<file path="src/rtl/ser_4bit_add_pkg.sv">
// ser_add_pkg: shared width, counter width and FSM state type for the bit-serial adder
package ser_add_pkg;
  localparam int N = 4;
  localparam int CW = $clog2(N);
  typedef enum logic [1:0] {IDLE, ADD, DONE} ser_add_state_t;
endpackage

</file>
<file path="src/rtl/ser_4bit_add_if.sv">
// ser_add_if: start/done handshake bundle for the serial adder
//   master drives start, a, b and observes sum, cout, done; slave is the adder side
interface ser_add_if;
  import ser_add_pkg::*;
  logic         start;
  logic [N-1:0] a;
  logic [N-1:0] b;
  logic [N-1:0] sum;
  logic         cout;
  logic         done;
  modport master(output start, a, b, input sum, cout, done);
  modport slave(input start, a, b, output sum, cout, done);
endinterface

</file>
<file path="src/rtl/ser_4bit_add_fa.sv">
// full_adder: single-bit combinational full adder
//   a, b, cin in; s = a^b^cin, cout = majority(a, b, cin)
module full_adder (
  input  logic a,
  input  logic b,
  input  logic cin,
  output logic s,
  output logic cout
);
  assign s    = a ^ b ^ cin;
  assign cout = (a & b) | (a & cin) | (b & cin);
endmodule

</file>
<file path="src/rtl/ser_4bit_add.sv">
// ser_4bit_add: bit-serial 4-bit unsigned adder, one bit per clock LSB first
//   clk, reset (sync active-high); bus.slave: start/a/b in, registered sum/cout/done out
module ser_4bit_add
  import ser_add_pkg::*;
(
  input  logic      clk,
  input  logic      reset,
  ser_add_if.slave  bus
);
  ser_add_state_t state_q, state_d;
  logic [N-1:0]   a_sr_q, a_sr_d, b_sr_q, b_sr_d, ps_q, ps_d, sum_q, sum_d;
  logic [CW-1:0]  cnt_q, cnt_d;
  logic           carry_q, carry_d, cout_q, cout_d, done_q, done_d;
  logic           fa_s, fa_c;
  full_adder u_fa (
    .a   (a_sr_q[0]),
    .b   (b_sr_q[0]),
    .cin (carry_q),
    .s   (fa_s),
    .cout(fa_c)
  );
  always_comb begin
    state_d = state_q;
    a_sr_d  = a_sr_q;
    b_sr_d  = b_sr_q;
    ps_d    = ps_q;
    cnt_d   = cnt_q;
    carry_d = carry_q;
    sum_d   = sum_q;
    cout_d  = cout_q;
    done_d  = done_q;
    if (state_q == ADD) begin
      a_sr_d  = a_sr_q >> 1;
      b_sr_d  = b_sr_q >> 1;
      ps_d    = {fa_s, ps_q[N-1:1]};
      carry_d = fa_c;
      cnt_d   = cnt_q + CW'(1);
      if (cnt_q == CW'(N - 1)) begin
        sum_d   = {fa_s, ps_q[N-1:1]};
        cout_d  = fa_c;
        done_d  = 1'b1;
        state_d = DONE;
      end
    end else if (bus.start) begin
      a_sr_d  = bus.a;
      b_sr_d  = bus.b;
      carry_d = 1'b0;
      cnt_d   = '0;
      done_d  = 1'b0;
      state_d = ADD;
    end
  end
  always_ff @(posedge clk) begin
    if (reset) begin
      state_q <= IDLE;
      a_sr_q  <= '0;
      b_sr_q  <= '0;
      ps_q    <= '0;
      cnt_q   <= '0;
      carry_q <= 1'b0;
      sum_q   <= '0;
      cout_q  <= 1'b0;
      done_q  <= 1'b0;
    end else begin
      state_q <= state_d;
      a_sr_q  <= a_sr_d;
      b_sr_q  <= b_sr_d;
      ps_q    <= ps_d;
      cnt_q   <= cnt_d;
      carry_q <= carry_d;
      sum_q   <= sum_d;
      cout_q  <= cout_d;
      done_q  <= done_d;
    end
  end
  assign bus.sum  = sum_q;
  assign bus.cout = cout_q;
  assign bus.done = done_q;
endmodule

</file>
<file path="src/flat_wrapper.sv">
// flat-port wrapper written by rule: the top's interface ports become plain ports
module ser_4bit_add_flat import ser_add_pkg::*;
  (clk, reset, bus_start, bus_a, bus_b, bus_sum, bus_cout, bus_done);
  ser_add_if bus_i ();
  input  logic clk;
  input  logic reset;
  input wire logic [$bits(bus_i.start)-1:0] bus_start;
  input wire logic [$bits(bus_i.a)-1:0] bus_a;
  input wire logic [$bits(bus_i.b)-1:0] bus_b;
  output wire logic [$bits(bus_i.sum)-1:0] bus_sum;
  output wire logic [$bits(bus_i.cout)-1:0] bus_cout;
  output wire logic [$bits(bus_i.done)-1:0] bus_done;
  assign bus_i.start = bus_start;
  assign bus_i.a = bus_a;
  assign bus_i.b = bus_b;
  assign bus_sum = bus_i.sum;
  assign bus_cout = bus_i.cout;
  assign bus_done = bus_i.done;
  ser_4bit_add u_core (.clk(clk), .reset(reset), .bus(bus_i));
endmodule
</file>
<file path="config.mk">
export PLATFORM = sky130hd
export DESIGN_NAME = ser_4bit_add_flat
export DESIGN_NICKNAME = d
export VERILOG_FILES = /design/src/rtl/ser_4bit_add_pkg.sv /design/src/rtl/ser_4bit_add_if.sv /design/src/rtl/ser_4bit_add_fa.sv /design/src/rtl/ser_4bit_add.sv /design/src/flat_wrapper.sv
export SDC_FILE = /design/constraint.sdc
export NUM_CORES = 1
export LEC_CHECK = 0
export ABC_CLOCK_PERIOD_IN_PS = 3200
export CAP_MARGIN = 20
export CORE_MARGIN = 4
export CORE_UTILIZATION = 35
export CTS_BUF_LIST = sky130_fd_sc_hd__clkbuf_4
export CTS_CLUSTER_DIAMETER = 40
export DETAILED_ROUTE_END_ITERATION = 12
export GPL_ROUTABILITY_DRIVEN = 1
export PLACE_DENSITY_LB_ADDON = 0.25
export SKIP_LAST_GASP = 1
export SYNTH_ARGS = -nofsm -noshare
export SYNTH_HDL_FRONTEND = slang
export SYNTH_SLANG_ARGS = --single-unit
</file>
<file path="constraint.sdc">
create_clock -name clk -period 3.2 [get_ports clk]
set_input_delay 0.64 -clock clk [delete_from_list [all_inputs] [get_ports clk]]
set_output_delay 0.64 -clock clk [all_outputs]
set_load 0.01 [all_outputs]
</file>
After elaboration in Yosys (flattened, before gate mapping)
Index checks and enable logic that the tools add are counted.
Widths: inputs -> output; s select.

storage, ports and cells
  input bits = 11
  logic and storage cells = 39
  register bits = 23
  output and inout bits = 6

cells by class
  bitwise logic cells = 7
  eq/ne operators = 3
  mux-type cells = 13
  reduce and logical (&&, ||, !) cells = 4
  add/subtract/negate cells = 1

operators by type and width
  cell                 number
  $mux 3               4
  $mux 2               5
  $mux 1               4
  $reduce_and 2->1     2
  $and 1x1->1          3
  $add 2x1->2 const B  1
  $eq 2x1->1 const B   1
  $eq 2x2->1 const B   1
  $ne 2x2->1 const B   1
  $or 1x1->1           2
  $reduce_bool 2->1    1
  $reduce_or 2->1      1
  $xor 1x1->1          2

Depth between registers and ports, before layout
Gate-level depths: netlist (run 1).

  depth in word-level cells = 4
  gate-level depth with buffers = 5
  depth with buffers taken out = 4

Cells and area by module
From an unflattened synthesis (run 1), not the netlist that was laid out.

unflattened totals
  cell total of the unflattened synthesis = 91
  area total of the unflattened synthesis = 884.6 µm²

by module, submodules not included
  module        times used  cells an instance  area an instance (µm²)  seq. area each (µm²)
  ser_4bit_add  1           90                 864.6                   420.4
  full_adder    1           1                  20.0                    0.0

Worst setup path after synthesis (run 1)
Ideal clock, no wire load.

  kind = input-to-reg
  start = in reset
  end = reg u_core.a_sr_q[3]
  setup time = 0.139 ns
  stages = 2
  data required time = 3.061 ns
  setup slack = 1.975 ns
  arrival time = 1.086 ns
  buffers on the path = 1
  path through = clkbuf_1 -> nor3_1

between the ends
  word-level cells in the longest chain between the ends = 1

RTL lines
  item                              RTL line            source
  start: declaration                flat_wrapper.sv:6   input logic reset;
  $reduce_or 2->1 (no source line)  n/a
  end signal: assignment            ser_4bit_add.sv:66  a_sr_q <= a_sr_d;
  end: declaration                  ser_4bit_add.sv:11  logic [N-1:0] a_sr_q, a_sr_d, b_sr_q, b_sr_d, ps_q, ps_d, sum_q, sum_d;

No other way between the ends.
A chain may end at the register's enable or synchronous reset.

==> out/metrics.cfg, run 1 <==
[grt]
grt_usage_pct = 10.2
overflow = 0
grt_max_degree = 22
grt_pass1_vias = 622
grt_pass1_wl_um = 2690
antenna_found_initial = 0

[setup_path]
cp_slowest_cell = clkdlybuf4s50_1
start_kind = flip-flop
worstSetupPathType = flip-flop to output pin
cp.required_ns = 2.56
critPathBufInv = 1
reg2reg_from = u_core.state_q[1]
end_kind = output pin
r2r_setup_slack_ns = 1.78
r2r_end = u_core.a_sr_q[0]
path_max_fanout = 5
path_cells = clkdlybuf4s50_1
critPathMaxStageDelay_ns = 0.56
worst-path-stages = 1
cp_top_family = buffers and inverters
reg2reg_depth = 3
crit_arrival_ns = 1.25

[synth]
yosysTopAreaCell = dfxtp_1
synthAdderAreaFrac_pct = 3.68
synth_nets = 104
synthSimpleGateAreaFrac_pct = 18.8
syn_inst = 91
seq_area_frac_synth_pct = 47.5
synth_edf_count = 0
synthesis.area_um2 = 885
ys_seq_elements = 21
yosysWarnings = 0
syn_area_per_cell_um2 = 9.72
synthFlopType = dfxtp_1
synth_top_family_by_area = simple AND/OR/NAND/NOR gates
synth-compound-area-share_pct = 15.8
yosys.cell_types.count = 17
muxShareOfSynthArea_pct = 9.05
synth_area_leaders = dfxtp_1 (48%), mux2i_1 (9.1%), a211oi_2 (8.5%)
synthXorXnorAreaFrac_pct = 0
yosysTopAreaCellShare_pct = 47.5
async_reset_ff_share_pct = 0

[floorplanning]
ios = 17
die_area_um2 = 3400
die_h_um = 58.3
rows = 17
initial_utilization_pct = 38.5
core_region_area_um2 = 2300
die_w_um = 58.3

[final_layout]
final_nets = 119
areaGrowthSynthToFinish_pct = 20.1
layout-drive-gt1-share_pct = 9.52
fillCellCount = 243
diodes = 0

[placement]
hpwl_um = 1090
gp_congestion = 0.678
portBuffers = 16

[route]
drtPass1Iterations = 3
vias = 641
vias_per_cell = 4.82
routed_wl_um = 1540
ant_nets = 0
wl_per_cell_um = 11.6
drt_iter0_drc = 22
drc = 0

[timing]
fin_crit_sh_pct = 59.1
fin_tns_setup_ns = 0
timing.fmax_ghz = 0.529
rsz0062_at_grt = no
setup_viol = 0
report.final.slew_viol_count = 0
tightest_slew_ns = 0.846
skew_ns = 0.0132
hold_violations = 0
slew_headroom_pct = 43.5
fin_crit_ns = 1.89

[cts]
cts_tree = yes
cts_root_buffer = clkbuf_4
clk_latency_ns = 0.31
cts_num_sinks = 21
clockBufferDepth = 2
clk_pin_slew_ns = 0.11
cts_buffers = 3
ctsResizeCount = 0
cts_setup_buffers = 0
h-tree-depth = 1
cts.hold.buffers_added = 0

[min_path]
hold_end = u_core.bus.sum[2]
worstHoldPathCells = 2
hold_path_class = flip-flop to flip-flop
worstHoldStart = u_core.bus.sum[2]

[pwr]
power_uw = 465
power_density_nw_per_um2 = 438
worst_ir_drop_vdd_uv = 177
p_leak_uw = 0.000387

[job]
max-cap-violations = 0

[run_status]
status = completed

## through the flow
stage	std cells	utilization [%]	cell area [um2]	hold WS (ns)	setup WS (ns)
3_5_place_dp	129	45.0	1030	0.449	1.14
6_report	133	46.2	1060	0.461	1.31
2_1_floorplan	91	-	885	0.437	1.97
4_1_cts	133	46.2	1060	0.464	1.30
3_3_place_gp	129	45.0	1030	0.444	1.18
5_1_grt	133	46.2	1060	0.482	1.23
## Yosys cell counts, drive strengths merged (2+ instances only)
cell type  count
a211oi         6
a21oi         12
buf            4
clkbuf         2
dfxtp         21
mux2i          8
nand2         13
nand2b         3
nand3          5
nand3b         4
nor2           7
nor3           2
## placed cells by master, fill, tap and decap left out
| cell type | count |
|---|---|
| a211oi_2 | 6 |
| a21oi_1 | 12 |
| and2b_1 | 1 |
| clkbuf_4 | 3 |
| clkdlybuf4s50_1 | 16 |
| clkinv_2 | 1 |
| dfxtp_1 | 21 |
| fa_1 | 1 |
| ha_1 | 1 |
| mux2i_1 | 8 |
| nand2_1 | 13 |
| nand2b_1 | 3 |
| nand3_1 | 5 |
| nand3b_1 | 4 |
| nor2_1 | 7 |
| nor3_1 | 2 |
| o21ai_0 | 1 |
## layer usage
layer | track usage [%] | part of all wire [%] | up-vias
met4 | 3.97 | 1.3 | 0
li1 | - | - | 340
met3 | 2.67 | 3.2 | 4
met5 | 0 | 0 | -
met2 | 15.5 | 48 | 7
met1 | 13.7 | 47 | 290
## sequential cells by signal, summed over array words and instances (netlist names)
| name | flops |
|---|---|
| u_core.a_sr_q | 4 |
| u_core.b_sr_q | 4 |
| u_core.bus.cout | 1 |
| u_core.bus.sum | 4 |
| u_core.carry_q | 1 |
| u_core.cnt_q | 2 |
| u_core.ps_q | 3 |
| u_core.state_q | 2 |
## worst max path at each step
stage,end,slack [ns],start
after floorplan,u_core.a_sr_q[3],1.97,reset
after global placement,u_core.b_sr_q[1],1.18,bus_start
after detailed placement,u_core.a_sr_q[0],1.14,bus_start
after CTS,bus_done,1.30,u_core.state_q[1]
after global routing,bus_done,1.23,u_core.state_q[1]
final,bus_done,1.31,u_core.state_q[1]
## kinds of logic after synthesis
logic type               count (synthesis)
multiplexers                             8
AO/OA/AOI/OAI                           19
flip-flops                              21
adder cells (fa/ha/maj)                  2
buffers and inverters                    6
AND/OR/NAND/NOR                         35
## final cells by class
class | count | area, um2 | area share (%)
multi-input combinational | 64 | 419 | 39.5
timing repair buffer | 16 | 160 | 15.1
tap | 28 | 35.0 | 3.30
clock inverter | 1 | 5.00 | 0.471
sequential | 21 | 420 | 39.6
clock buffer | 3 | 22.5 | 2.12
## power breakdown
part	internal [uW]	total [uW]	leakage (uW)	switching, uW
Combinational	28.5	56.9	0.000197	28.4
Sequential	273	280	0.000172	7.13
Clock	46.6	128	0.0000177	81.9
(Power assumes the default switching activity.)
==> run 2: changes to the inputs <==
--- a/config.mk
+++ b/config.mk
@@ -5,7 +5,7 @@
 export SDC_FILE = /design/constraint.sdc
 export NUM_CORES = 1
 export LEC_CHECK = 0
-export ABC_CLOCK_PERIOD_IN_PS = 3200
+export ABC_CLOCK_PERIOD_IN_PS = 1660
 export CAP_MARGIN = 20
 export CORE_MARGIN = 4
 export CORE_UTILIZATION = 35
==> constraint.sdc (replaced) <==
create_clock -name clk -period 1.66 [get_ports clk]
set_input_delay 0.332 -clock clk [delete_from_list [all_inputs] [get_ports clk]]
set_output_delay 0.332 -clock clk [all_outputs]
set_load 0.01 [all_outputs]
==> out/metrics.cfg, run 2 (synthesized netlist as in run 1, its figures left out) <==
[setup_path]
worstSetupPathType = flip-flop to output pin  ; unchanged
cp_slowest_cell = clkdlybuf4s50_1  ; unchanged
critPathCapture = bus_done  ; unchanged
startpoint = u_core.state_q[1]  ; unchanged
start_kind = flip-flop  ; unchanged
worst-path-stages = 1  ; unchanged
reg2reg_from = u_core.cnt_q[0]  ; was u_core.state_q[1]
end_kind = output pin  ; unchanged
r2r_end = u_core.bus.sum[0]  ; was u_core.a_sr_q[0]
cp.required_ns = 1.33  ; was 2.56 ns
reg2reg_depth = 4  ; was 3
path_cells = clkdlybuf4s50_1  ; unchanged
path_max_fanout = 5  ; unchanged
r2r_setup_slack_ns = 0.46  ; was 1.78 ns
critPathBufInv = 1  ; unchanged
crit_arrival_ns = 1.25  ; about the same
critPathMaxStageDelay_ns = 0.56  ; about the same
cp_top_family = buffers and inverters  ; unchanged

[route]
routed_wl_um = 1540  ; about the same
drtPass1Iterations = 4  ; was 3
drc = 0  ; unchanged
ant_nets = 0  ; unchanged
drt_iter0_drc = 16  ; was 22
vias_per_cell = 4.85  ; was 4.82
wl_per_cell_um = 11.3  ; was 11.6 um
vias = 659  ; was 641

[cts]
clk_pin_slew_ns = 0.11  ; about the same
clk_latency_ns = 0.30  ; was 0.31 ns
clockBufferDepth = 2  ; unchanged
ctsResizeCount = 0  ; unchanged
cts_setup_buffers = 0  ; unchanged
cts_tree = yes  ; unchanged
cts_root_buffer = clkbuf_4  ; unchanged
cts_buffers = 3  ; unchanged
cts_num_sinks = 21  ; unchanged
h-tree-depth = 1  ; unchanged
cts.hold.buffers_added = 0  ; unchanged

[grt]
antenna_found_initial = 0  ; unchanged
grt_pass1_vias = 625  ; was 622
overflow = 0  ; unchanged
grt_max_degree = 22  ; unchanged
grt_usage_pct = 9.92  ; was 10.2%
grt_pass1_wl_um = 2620  ; was 2690 um

[placement]
portBuffers = 16  ; unchanged
hpwl_um = 1070  ; was 1090 um
gp_congestion = 0.621  ; was 0.678

[floorplanning]
die_area_um2 = 3400  ; unchanged
die_h_um = 58.3  ; unchanged
rows = 17  ; unchanged
initial_utilization_pct = 38.5  ; unchanged
ios = 17  ; unchanged
core_region_area_um2 = 2300  ; unchanged
die_w_um = 58.3  ; unchanged

[timing]
hold_violations = 0  ; unchanged
setup_viol = 0  ; unchanged
fin_crit_sh_pct = 95.5
skew_ns = 0.00431  ; was 0.0132 ns
timing.fmax_ghz = 0.631
fin_tns_setup_ns = 0  ; unchanged
report.final.slew_viol_count = 0  ; unchanged
slew_headroom_pct = 72.1  ; was 43.5%
fin_crit_ns = 1.59
tightest_slew_ns = 0.418  ; was 0.846 ns
rsz0062_at_grt = no  ; unchanged

[final_layout]
final_nets = 122  ; was 119
fillCellCount = 226  ; was 243
multi_input_area_um2 = 419  ; unchanged
layout-drive-gt1-share_pct = 12.0  ; was 9.52%
mostFrequentLayoutCells = dfxtp_1 (21), clkdlybuf4s50_1 (16), nand2_1 (13)  ; unchanged
areaGrowthSynthToFinish_pct = 22.9  ; was 20.1%
fin_util_pct = 47.3  ; was 46.2%
final_common_cell = dfxtp_1  ; unchanged
seqCellArea_um2 = 420  ; unchanged
diodes = 0  ; unchanged

[min_path]
hold_path_class = flip-flop to flip-flop  ; unchanged
worstHoldStart = u_core.bus.sum[1]  ; was u_core.bus.sum[2]

[job]
max-cap-violations = 0  ; unchanged

[pwr]
power_density_nw_per_um2 = 838  ; was 438 nW/um2
worst_ir_drop_vdd_uv = 486  ; was 177 uV
p_leak_uw = 0.000402  ; was 0.000387 uW

[run_status]
status = completed  ; unchanged

## run 2: changes by cell type in the layout (fill, tap and decap cells not counted), sizes merged
cell / delta
clkbuf: +1
buf: +3
clkinv: -1
## run 2: worst register-to-register path, delay by kind of cell, from the launching register on
kind / cells / cell delay, ns
AO/OA/AOI/OAI: 1 / 0.07
adder cells (fa/ha/maj): 1 / 0.27
flip-flops: 1 / 0.37
AND/OR/NAND/NOR: 2 / 0.38
## run 2: how the worst min path moves through the flow
stage | endpoint | slack [ns] | cells past startpoint
finish | u_core.bus.sum[1] | 0.46 | 2
floorplan | u_core.b_sr_q[3] | 0.41 | 1
detailed placement | u_core.bus.sum[1] | 0.45 | 2
CTS | u_core.bus.sum[1] | 0.46 | 2
global route | u_core.bus.sum[1] | 0.49 | 2
global placement | u_core.bus.sum[3] | 0.44 | 2
## run 2: per-layer routing
metal | wire length, um | vias to the layer above | track usage [%]
li1 | - | 352 | -
met3 | 91 | 2 | 4.68
met2 | 718 | 15 | 15.8
met4 | 14 | 0 | 2.98
met5 | 0 | - | 0
met1 | 712 | 290 | 11.8
## run 2: final cells by class
type / count / area share, %
clock buffers: 4 / 2.76
flip-flops and latches: 21 / 38.7
repair buffers: 19 / 16.8
multi-input cells: 64 / 38.6
well taps: 28 / 3.22
## run 2: metrics by stage
step | setup WS [ns] | hold WS (ns) | cell area (um2) | std cells | total power [uW]
floorplan | 0.577 | 0.411 | 885 | 91 | 632
global placement | 0.215 | 0.444 | 1060 | 132 | 667
detailed placement | 0.187 | 0.447 | 1060 | 132 | 669
CTS | 0.0649 | 0.462 | 1090 | 136 | 923
global route | 0.0179 | 0.486 | 1090 | 136 | 958
finish | 0.0747 | 0.460 | 1090 | 136 | 911
## run 2: power breakdown
part	total (uW)	internal, uW	switching [uW]	leakage, uW
Sequential	540	526	14.1	0.000172
Combinational	116	59.5	56.4	0.000212
Clock	255	110	145	0.0000184
Total	911	696	215	0.000402
==> run 3: changes to the inputs <==
--- a/config.mk
+++ b/config.mk
@@ -6,7 +6,7 @@
 export NUM_CORES = 1
 export LEC_CHECK = 0
 export ABC_CLOCK_PERIOD_IN_PS = 1660
-export CAP_MARGIN = 20
+export CAP_MARGIN = 30
 export CORE_MARGIN = 4
 export CORE_UTILIZATION = 35
 export CTS_BUF_LIST = sky130_fd_sc_hd__clkbuf_4
==> results of run 3 <==
Final layout, timing and power as in run 2 (identical DEF).
